`config.mk`:
```
export PLATFORM = sky130hd
export DESIGN_NAME = morse_key_sequencer
export DESIGN_NICKNAME = d
export VERILOG_FILES = /design/src/rtl/morse_key_sequencer.sv
export SDC_FILE = /design/constraint.sdc
export NUM_CORES = 1
export LEC_CHECK = 0
export BUFFER_PORTS_ARGS = -buffer_cell sky130_fd_sc_hd__buf_2
export CAP_MARGIN = 5
export CORE_MARGIN = 8
export CORE_UTILIZATION = 38
export CTS_CLUSTER_DIAMETER = 200
export DETAILED_ROUTE_END_ITERATION = 16
export PLACE_DENSITY = 0.67
export SYNTH_ARGS = -nofsm -noshare
export SYNTH_HDL_FRONTEND = slang
export SYNTH_SLANG_ARGS = --single-unit
```
`constraint.sdc`:
```
create_clock -name clk -period 6.08 [get_ports clk]
set_input_delay 0.304 -clock clk [delete_from_list [all_inputs] [get_ports clk]]
set_output_delay 0.304 -clock clk [all_outputs]
set_load 0.01 [all_outputs]
```
`src/rtl/morse_key_sequencer.sv`:
```
// morse_key_sequencer: keys one encoded Morse letter per valid/ready handshake.
// Marks and gaps are timed in units of max(unit_div,1) clock cycles by an
// internal prescaler. unit_div is sampled when a letter is accepted.
// Optional feature macro: MORSE_WORD_GAP_EN. When it is defined, in_len = 0
// requests a 4-unit word space (WGAP). When it is undefined, in_len = 0 pulses
// done one cycle after accept and produces no key activity.
module morse_key_sequencer #(
  parameter int WID    = 5,
  parameter int MAXLEN = 5
) (
  input  logic              clk,
  input  logic              reset,
  input  logic [WID-1:0]    unit_div,
  input  logic              in_valid,
  output logic              in_ready,
  input  logic [MAXLEN-1:0] in_code,
  input  logic [2:0]        in_len,
  output logic              key_out,
  output logic              busy,
  output logic              done,
  output logic              unit_tick
);

  typedef enum logic [2:0] {
    IDLE,
    MARK,
    SPACE,
    LGAP
`ifdef MORSE_WORD_GAP_EN
    , WGAP
`endif
  } state_t;

  localparam logic [WID-1:0] ONE     = {{(WID-1){1'b0}}, 1'b1};
  localparam logic [2:0]     MAXLEN3 = 3'(MAXLEN);

  state_t            state_reg;
  logic [WID-1:0]    pc_reg;
  logic [WID-1:0]    d_reg;
  logic [1:0]        units_reg;
  logic [2:0]        idx_reg;
  logic [2:0]        len_reg;
  logic [MAXLEN-1:0] code_reg;
  logic              zero_reg;
  logic              key_reg;
  logic              ready_reg;

  logic [WID-1:0]    d_m1;
  logic              unit_end;
  logic [1:0]        mark_last;
  logic [2:0]        len_clamped;
  logic [WID-1:0]    d_accept;
  logic              more_elems;

  // Per-cycle decode of the current unit, element and incoming letter.
  always_comb begin
    d_m1        = d_reg - ONE;
    unit_end    = (state_reg != IDLE) && (pc_reg == d_m1);
    mark_last   = code_reg[idx_reg] ? 2'd2 : 2'd0;
    len_clamped = (in_len > MAXLEN3) ? MAXLEN3 : in_len;
    d_accept    = (unit_div == '0) ? ONE : unit_div;
    more_elems  = ((idx_reg + 3'd1) < len_reg);
  end

  assign in_ready  = ready_reg;
  assign key_out   = key_reg;
  assign busy      = (state_reg != IDLE);
  assign unit_tick = unit_end;
`ifdef MORSE_WORD_GAP_EN
  assign done = ((state_reg == LGAP) && (zero_reg || (unit_end && (units_reg == 2'd2))))
             || ((state_reg == WGAP) && unit_end && (units_reg == 2'd3));
`else
  assign done = (state_reg == LGAP) && (zero_reg || (unit_end && (units_reg == 2'd2)));
`endif

  // Sequencer FSM: handles acceptance, the prescaler, the unit and element
  // counters, and the registered key and ready outputs.
  always_ff @(posedge clk or negedge reset) begin
    if (!reset) begin
      state_reg <= IDLE;
      pc_reg    <= '0;
      d_reg     <= '0;
      units_reg <= '0;
      idx_reg   <= '0;
      len_reg   <= '0;
      code_reg  <= '0;
      zero_reg  <= 1'b0;
      key_reg   <= 1'b0;
      ready_reg <= 1'b1;
    end else begin
      case (state_reg)
        IDLE: begin
          if (in_valid && ready_reg) begin
            code_reg  <= in_code;
            len_reg   <= len_clamped;
            d_reg     <= d_accept;
            pc_reg    <= '0;
            units_reg <= '0;
            idx_reg   <= '0;
            ready_reg <= 1'b0;
            if (len_clamped == 3'd0) begin
`ifdef MORSE_WORD_GAP_EN
              state_reg <= WGAP;
`else
              state_reg <= LGAP;
              zero_reg  <= 1'b1;
`endif
            end else begin
              state_reg <= MARK;
              key_reg   <= 1'b1;
            end
          end
        end
        MARK: begin
          if (unit_end) begin
            pc_reg <= '0;
            if (units_reg == mark_last) begin
              units_reg <= '0;
              key_reg   <= 1'b0;
              state_reg <= more_elems ? SPACE : LGAP;
            end else begin
              units_reg <= units_reg + 2'd1;
            end
          end else begin
            pc_reg <= pc_reg + ONE;
          end
        end
        SPACE: begin
          if (unit_end) begin
            pc_reg    <= '0;
            units_reg <= '0;
            idx_reg   <= idx_reg + 3'd1;
            key_reg   <= 1'b1;
            state_reg <= MARK;
          end else begin
            pc_reg <= pc_reg + ONE;
          end
        end
        LGAP: begin
          if (zero_reg || (unit_end && (units_reg == 2'd2))) begin
            pc_reg    <= '0;
            units_reg <= '0;
            zero_reg  <= 1'b0;
            ready_reg <= 1'b1;
            state_reg <= IDLE;
          end else if (unit_end) begin
            pc_reg    <= '0;
            units_reg <= units_reg + 2'd1;
          end else begin
            pc_reg <= pc_reg + ONE;
          end
        end
`ifdef MORSE_WORD_GAP_EN
        WGAP: begin
          if (unit_end && (units_reg == 2'd3)) begin
            pc_reg    <= '0;
            units_reg <= '0;
            ready_reg <= 1'b1;
            state_reg <= IDLE;
          end else if (unit_end) begin
            pc_reg    <= '0;
            units_reg <= units_reg + 2'd1;
          end else begin
            pc_reg <= pc_reg + ONE;
          end
        end
`endif
        default: begin
          state_reg <= IDLE;
          key_reg   <= 1'b0;
          ready_reg <= 1'b1;
        end
      endcase
    end
  end

endmodule

```
---- Word-level counts from Yosys, hierarchy flattened ----
Cells that the tools add are included.
word-level totals
  bits in registers ....................... 29
  output and inout bits ................... 5
  word-level logic and storage cells ...... 95
operators by class
  $add $sub $neg .......................... 4
  magnitude comparators ................... 3
  equal/unequal tests ..................... 14
  mux-type cells .......................... 40
  bitwise logic cells ..................... 2
  reductions and logical operators ........ 22
operators by type and width
  cell                                                                           number
  3-bit two-way mux                                                              8
  5-bit two-way mux                                                              4
  2-bit two-way mux                                                              8
  5-bit one-hot mux with 3 select lines                                          1
  1-bit two-way mux                                                              12
  2-bit inequality test (second input constant)                                  6
  3-bit one-hot mux with 4 select lines                                          1
  5-bit AND reduction                                                            2
  2-bit one-hot mux with 4 select lines                                          1
  3-bit by 2-bit equality test with 1-bit output (second input constant)         2
  3-bit logical NOT                                                              2
  3-bit one-hot mux with 2 select lines                                          1
  3-bit AND reduction                                                            2
  6-bit AND reduction                                                            1
  3-bit nonzero test                                                             2
  5-bit by 1-bit adder with 5-bit output (second input constant)                 1
  5-bit equality test                                                            1
  5-bit logical NOT                                                              1
  5-bit by 1-bit subtractor with 5-bit output (second input constant)            1
  1-bit logical AND                                                              4
  3-bit by 4-bit less-than comparator with 1-bit output (second input constant)  1
  1-bit one-hot mux with 4 select lines                                          1
  2-bit AND reduction                                                            2
  4-bit AND reduction                                                            1
  other kinds (17)                                                               19

---- Logic depth before layout (Yosys ltp) ----
Gate-level depths: netlist (run 1).
  depth in word-level cells ............... 7
  depth in mapped cells ................... 10
  depth with buffers taken out ............ 8

---- Least setup slack after synthesis (run 1) ----
No wires, ideal clock.
  kind .................................... flip-flop to flip-flop
  from .................................... reg d_reg[0]
  to ...................................... reg pc_reg[2]
  arrival ................................. 2.206 ns
  required time ........................... 6.016 ns
  path slack .............................. 3.810 ns
  cell stages (with the launch flop) ...... 11
  buffers on the path ..................... 2
  period minus slack after synthesis ...... 2.270 ns
  path through ............................ dfrtp_1 > inv_1 > ha_1 > xor3_1 > nor4_1 > and3_1 > buf_6 > or4_1 > clkbuf_2 > nor3b_1 > a21o_1
between the ends
  word-level cells in the longest chain between the ends .. 7
RTL lines
  what                                             line  text
  start: declaration                               39    logic [WID-1:0] d_reg;
  start signal: assignment                         96    d_reg <= d_accept;
  5-bit by 1-bit subtractor with 5-bit output (*)  57    d_m1 = d_reg - ONE;
  5-bit equality test (*)                          58    unit_end = (state_reg != IDLE) && (pc_reg == d_m1);
  1-bit logical AND (*)                            58
  net unit_tick                                    21    output logic unit_tick
  1-bit logical AND                                140   if (zero_reg || (unit_end && (units_reg == 2'd2))) begin
  1-bit logical OR                                 140
  5-bit two-way mux                                140
  5-bit one-hot mux with 3 select lines (*)        91    case (state_reg)
  end signal: assignment                           125   pc_reg <= pc_reg + ONE;
  end signal: assignment                           136   pc_reg <= pc_reg + ONE;
  end signal: assignment                           150   pc_reg <= pc_reg + ONE;
  end: declaration                                 38    logic [WID-1:0] pc_reg;
Mark *: on every way through the listed nets, which the timed path passes. The rest lies on a longest branch.
A chain may end at the register's enable or synchronous reset.

---- Worst setup path after layout (run 1) ----
  from .................................... reg d_reg[0]
  to ...................................... out done
between the ends
  word-level cells in the longest chain between the ends .. 6
RTL lines
  what                                         line  text
  5-bit by 1-bit subtractor with 5-bit output  57
  5-bit equality test                          58
  1-bit logical AND                            58
  1-bit logical AND                            73    assign done = (state_reg == LGAP) && (zero_reg || (unit_end && (units_reg == 2'd2)));
  1-bit logical OR                             73
  1-bit logical AND                            73
  end: declaration                             20    output logic done,
No other way between the ends.

==> reports/results.ini, run 1 <==
[setup_path]
worstSetupPathDepth=8
critPathMaxStageDelay_ns=0.41
r2r-end=state_reg[0]
worstPathCellList=inv_1, ha_1, xor3_1, nor4_1, and3_1, a21oi_1, nor2b_1, buf_2
crit_family=simple AND/OR/NAND/NOR gates
slowest_stage=dfrtp_1
crit_arrival_ns=2.38
cp_max_fo=9
required_ns=5.78
worstSetupEndpointType=output port
r2r-start=d_reg[0]
reg2regPathDepth=8
crit_type=flop to output port
r2r_setup_slack_ns=3.56
cp-start-kind=flop
critPathBufInv=2

[logic_synthesis]
synthMostInstantiatedCell=dfrtp_1
seq_area_frac_synth=0.421
synth_top_family_by_area=compound AO/OA/AOI/OAI gates
syn-num-nets=192
syn_inst=164
synth_edf_count=0
synth_area_leaders=dfrtp_1 (40%), ha_1 (9.0%), mux2_2 (8.8%)
syn-cell-area_um2=1670
avgSynthCellArea_um2=10.2
synth_compound_area_frac=0.150
synth.distinct_cells=38
synth-xor-area-share=0.0667
synth_top_area_frac=0.405
async_reset_ff_frac=1.00
synth_top_flop_cell=dfrtp_1
ys_seq_elements=28
yosys.area.top_type=dfrtp_1
yosys-top-cells-count=dfrtp_1 (27), mux2_2 (13), nand2_1 (13)
ys_warn_count=0
synth_mux_area_frac=0.0937
synthAdderAreaFrac=0.0900
synth-simple-area-share=0.142

[power_and_ir_drop]
ir_drop_mv=0.200
leakagePower_nw=0.864
powerDensity_nw_per_um2=481

[run_status]
status=finished, final reports clean

[timing]
hold_violations=0
skew_ns=0.00637
min_period_over_period=0.441
tns_ns=0
finalMaxSlewViolations=0
relSlewSlack=0.396
layout_min_cycle_time_ns=2.68
rsz0062_at_grt=no
fmax_ghz=0.373
setup_viol=0
worst_slew_pin_slew_ns=0.897

[grt]
grt_pass1_vias=1279
antenna_found_initial=0
grt.total_usage=0.106
grt_overflow=0
grt_max_degree=29
grt_pass1_wl_mm=5.73

[detailed_routing]
viasPerCell=5.36
routed_wl_mm=3.35
drc=0
drtPass1Iterations=4
vias=1270
first_iter_violations=70
detail-route-antenna-nets=0
wire_per_inst_um=14.2

[die]
die_h_um=82.3
ios=21
num_rows=24
coreArea_um2=4290
die_w_um=82.3
initial_utilization=0.389
die_area_um2=6770

[worst_hold_path]
min_path_type=primary input to asynchronous set/reset pin

[clock_tree]
cts.sinks=28
cts_max_level=1
root_buffer=clkbuf_8
post_cts_buffers=0
clk_latency_ns=0.27
cts_tree=done
clock_path_buffers=2
path_clk_slew_ns=0.09
cts_hold_buffers=0
numCtsBuffers=3
cts_resized=0

[cells_and_area]
nets=214
final_util=0.435
n_antenna_cell=0
fillers=414
syn_to_final_growth_pct=12.0
final_area_um2=1870
finalNonFillerCells=237
drive_above_1_share=0.211

[placement]
portBuffers=20
dp_hpwl_mm=2.60
dp_cells=233
gp_congestion=0.814
dpl_cell_area_um2=1810

[flow_run]
drv_cap=0

-- power by group --
part           switching (mW)  internal [mW]
combinational           0.241          0.216
sequential             0.0651          0.262
clock                  0.0562         0.0580
-- kinds of logic (layout without fill, tap and decap cells) --
group,after synthesis,in the layout
multiplexers,14,14
AO/OA/AOI/OAI,40,40
XOR/XNOR,11,11
AND/OR/NAND/NOR,45,45
adder cells (fa/ha/maj),12,12
flip-flops,28,28
buffers and inverters,14,35
-- worst register-to-register path, delay by kind of cell, from the launching register on --
family / cells / cell delay, ns
AO/OA/AOI/OAI: 1 / 0.21
adder cells (fa/ha/maj): 1 / 0.17
flip-flops: 1 / 0.41
AND/OR/NAND/NOR: 3 / 0.87
XOR/XNOR: 1 / 0.40
buffers and inverters: 1 / 0.09
multiplexers: 1 / 0.28
-- layout make-up --
| cell class | instances | area, µm² | area share |
|---|---|---|---|
| Tap cell | 52 | 65.1 | 0.0348 |
| Multi-Input combinational cell | 122 | 906 | 0.485 |
| Sequential cell | 28 | 702 | 0.376 |
| Inverter | 11 | 41.3 | 0.0221 |
| Clock buffer | 4 | 55.1 | 0.0295 |
| Timing Repair Buffer | 20 | 100 | 0.0535 |
-- how the worst max path moves through the flow --
stage	from	endpoint	slack [ns]
global placement	d_reg[0]	state_reg[0]	3.70
finish	d_reg[0]	done	3.40
global route	d_reg[0]	done	3.17
detailed placement	d_reg[0]	state_reg[0]	3.56
floorplan	d_reg[0]	pc_reg[2]	3.81
CTS	d_reg[0]	done	3.39
-- routing by layer --
layer / track usage / vias to the layer above / wire length [µm]
met4: 0.0158 / 0 / 13
met2: 0.173 / 18 / 1590
met5: 0 / - / 0
met3: 0.0303 / 2 / 150
met1: 0.137 / 624 / 1600
li1: - / 626 / -
-- placed cells by master (no fill, tap or decap), drive strengths merged, types with 5 or more instances in the layout --
cell,instances
a31oi,5
buf,20
ha,12
a21oi,10
mux2,13
o21ai,11
dfrtp,27
inv,11
nand2,13
xnor2,6
-- through the flow --
step / hold slack, ns / power (mW) / setup WS, ns
6_report: 0.0277 / 0.898 / 3.40
5_1_grt: 0.0945 / 0.973 / 3.17
4_1_cts: 0.0538 / 0.907 / 3.39
3_5_place_dp: 0.365 / 0.788 / 3.56
3_3_place_gp: 0.359 / 0.777 / 3.70
2_1_floorplan: 0.00841 / 0.679 / 3.81
Note: power is estimated with default switching activity, not from simulation.
==> inputs of run 2 (changes only) <==
==> constraint.sdc (replaced) <==
create_clock -name clk -period 2.7 [get_ports clk]
set_input_delay 0.135 -clock clk [delete_from_list [all_inputs] [get_ports clk]]
set_output_delay 0.135 -clock clk [all_outputs]
set_load 0.01 [all_outputs]
==> run 2 against run 1 <==
Combinational power up 120%. First-iteration DRC count down 47%. Worst setup slack lost 3.1 ns. Sequential share of layout area fell by 0.52 points. Clock skew fell by 0.00051 ns. Routed wire length decreased by 1.4%. Core utilization grew 0.61 points. Register-to-register slack got worse by 3.3 ns. Clock power is 130% higher. Power increased by 120%.
==> reports/results.ini, run 2 (synthesis results as in run 1) <==
[setup_path]
critPathMaxStageDelay_ns=0.41  ; about the same
worstPathCellList=inv_1, ha_1, xor3_1, nor4_1, and3_2, a21oi_1, nand2b_1, mux2_2
cp_max_fo=9  ; unchanged
crit_arrival_ns=2.57  ; +0.19 ns
crit_type=flop to flop
worstSetupEndpointType=flop
slowest_stage=dfrtp_1
cp-start-kind=flop
required_ns=2.87  ; -2.91 ns

[timing]
setup_viol=0  ; unchanged
worst_slew_pin_slew_ns=0.630  ; -0.267 ns
finalMaxSlewViolations=0  ; unchanged
layout_min_cycle_time_ns=2.40
setup_slack_ns=0.301  ; -3.10 ns
relSlewSlack=0.580  ; +0.184
hold_violations=0  ; unchanged
tns_ns=0  ; unchanged
min_period_over_period=0.888
rsz0062_at_grt=no
skew_ns=0.00585  ; -0.000513 ns
fmax_ghz=0.417

[placement]
pre_cts_ws_ns=0.215  ; -3.34 ns
gp_congestion=0.791  ; -2.8%
dp_hpwl_mm=2.58  ; -0.71%
portBuffers=20  ; unchanged
dpl_cell_area_um2=1830  ; +0.83%

[cells_and_area]
n_antenna_cell=0  ; unchanged
drive_above_1_share=0.223  ; +0.0126
final_common_cell=dfrtp_1
final_area_um2=1900  ; +1.4%
final_cell_mix=dfrtp_1 (27), buf_2 (20), nand2_1 (13), mux2_2 (13), ha_1 (12)
syn_to_final_growth_pct=13.6
nets=217  ; +1.4%

[power_and_ir_drop]
ir_drop_mv=0.536  ; +170%
finalPower_mw=2.01  ; +120%
powerDensity_nw_per_um2=1060  ; +120%
leakagePower_nw=0.877  ; +1.5%

[die]
die_h_um=82.3  ; unchanged
coreArea_um2=4290  ; unchanged
die_w_um=82.3  ; unchanged
initial_utilization=0.389  ; unchanged
num_rows=24  ; unchanged
ios=21  ; unchanged
die_area_um2=6770  ; unchanged

[worst_hold_path]
min_path_type=primary input to flop

[detailed_routing]
vias=1245  ; -2.0%
viasPerCell=5.19  ; -3.2%
first_iter_violations=37  ; -47%
drc=0  ; unchanged
drtPass1Iterations=4  ; unchanged
wire_per_inst_um=13.8  ; -2.6%
routed_wl_mm=3.31  ; -1.4%
detail-route-antenna-nets=0  ; unchanged

[clock_tree]
clk_latency_ns=0.27  ; about the same
numCtsBuffers=3  ; unchanged
clock_path_buffers=2  ; unchanged
root_buffer=clkbuf_8
path_clk_slew_ns=0.09  ; about the same
post_cts_buffers=0  ; unchanged
cts.sinks=28  ; unchanged
cts_max_level=1  ; unchanged
cts_tree=done

[flow_run]
drv_cap=0  ; unchanged

[grt]
grt.total_usage=0.109  ; +0.00363
grt_overflow=0  ; unchanged
grt_max_degree=29  ; unchanged
grt_pass1_vias=1285  ; +0.47%
grt_pass1_wl_mm=5.91  ; +3.1%
antenna_found_initial=0  ; unchanged

[run_status]
status=finished, final reports clean

## run 2: cell count changes in the layout (fill, tap and decap cells not counted), sizes merged
cell	delta
buf	+2
dlygate4sd3	+1
## run 2: per-layer routing
layer / vias up / routed length [µm] / GRT usage
li1: 633 / - / -
met1: 586 / 1610 / 0.143
met2: 21 / 1550 / 0.178
met3: 5 / 130 / 0.0292
met4: 0 / 21 / 0.0211
met5: - / 0 / 0
## run 2: timing repair
action,CTS,global route
gates resized for setup,0,1
hold endpoints to repair,27,0
hold buffers,1,0
setup endpoints to repair,0,1
## run 2: cell type report
class | count | area (µm²)
Timing Repair Buffer | 23 | 125
Multi-Input combinational cell | 122 | 907
Fill cell | 412 | 2400
Sequential cell | 28 | 702
Clock buffer | 4 | 55.1
Inverter | 11 | 41.3
Tap cell | 52 | 65.1
## run 2: critical path, delay by kind of cell (launching register included)
family	cells	cell delay [ns]
adder cells (fa/ha/maj)	1	0.17
AO/OA/AOI/OAI	1	0.17
XOR/XNOR	1	0.39
buffers and inverters	1	0.09
flip-flops	1	0.41
AND/OR/NAND/NOR	3	0.80
multiplexers	1	0.28
## run 2: path summary, 6_finish.rpt
path / slack [ns] / cells past startpoint / start / end
min in group asynchronous: 0.40 / 2 / reset / key_out
min reg2reg: 0.50 / 2 / len_reg[0] / len_reg[0]
max: 0.30 / 8 / d_reg[0] / state_reg[0]
max in group asynchronous: 1.88 / 2 / reset / pc_reg[3]
min: 0.09 / 2 / in_code[0] / code_reg[0]
max reg2reg: 0.30 / 8 / d_reg[0] / state_reg[0]
## run 2: per-stage QoR
step           hold WS (ns)  utilization  std cells
6_report             0.0851        0.441        240
5_1_grt              0.0775        0.441        240
4_1_cts              0.0804        0.441        240
3_5_place_dp          0.197        0.426        235
3_3_place_gp          0.196        0.426        235
2_1_floorplan        -0.161            -        164
## run 2: power by group
| group | switching (mW) | internal [mW] | leakage (nW) | total (mW) |
|---|---|---|---|---|
| Sequential | 0.144 | 0.591 | 0.351 | 0.735 |
| Combinational | 0.525 | 0.490 | 0.498 | 1.02 |
| Clock | 0.127 | 0.131 | 0.0288 | 0.257 |
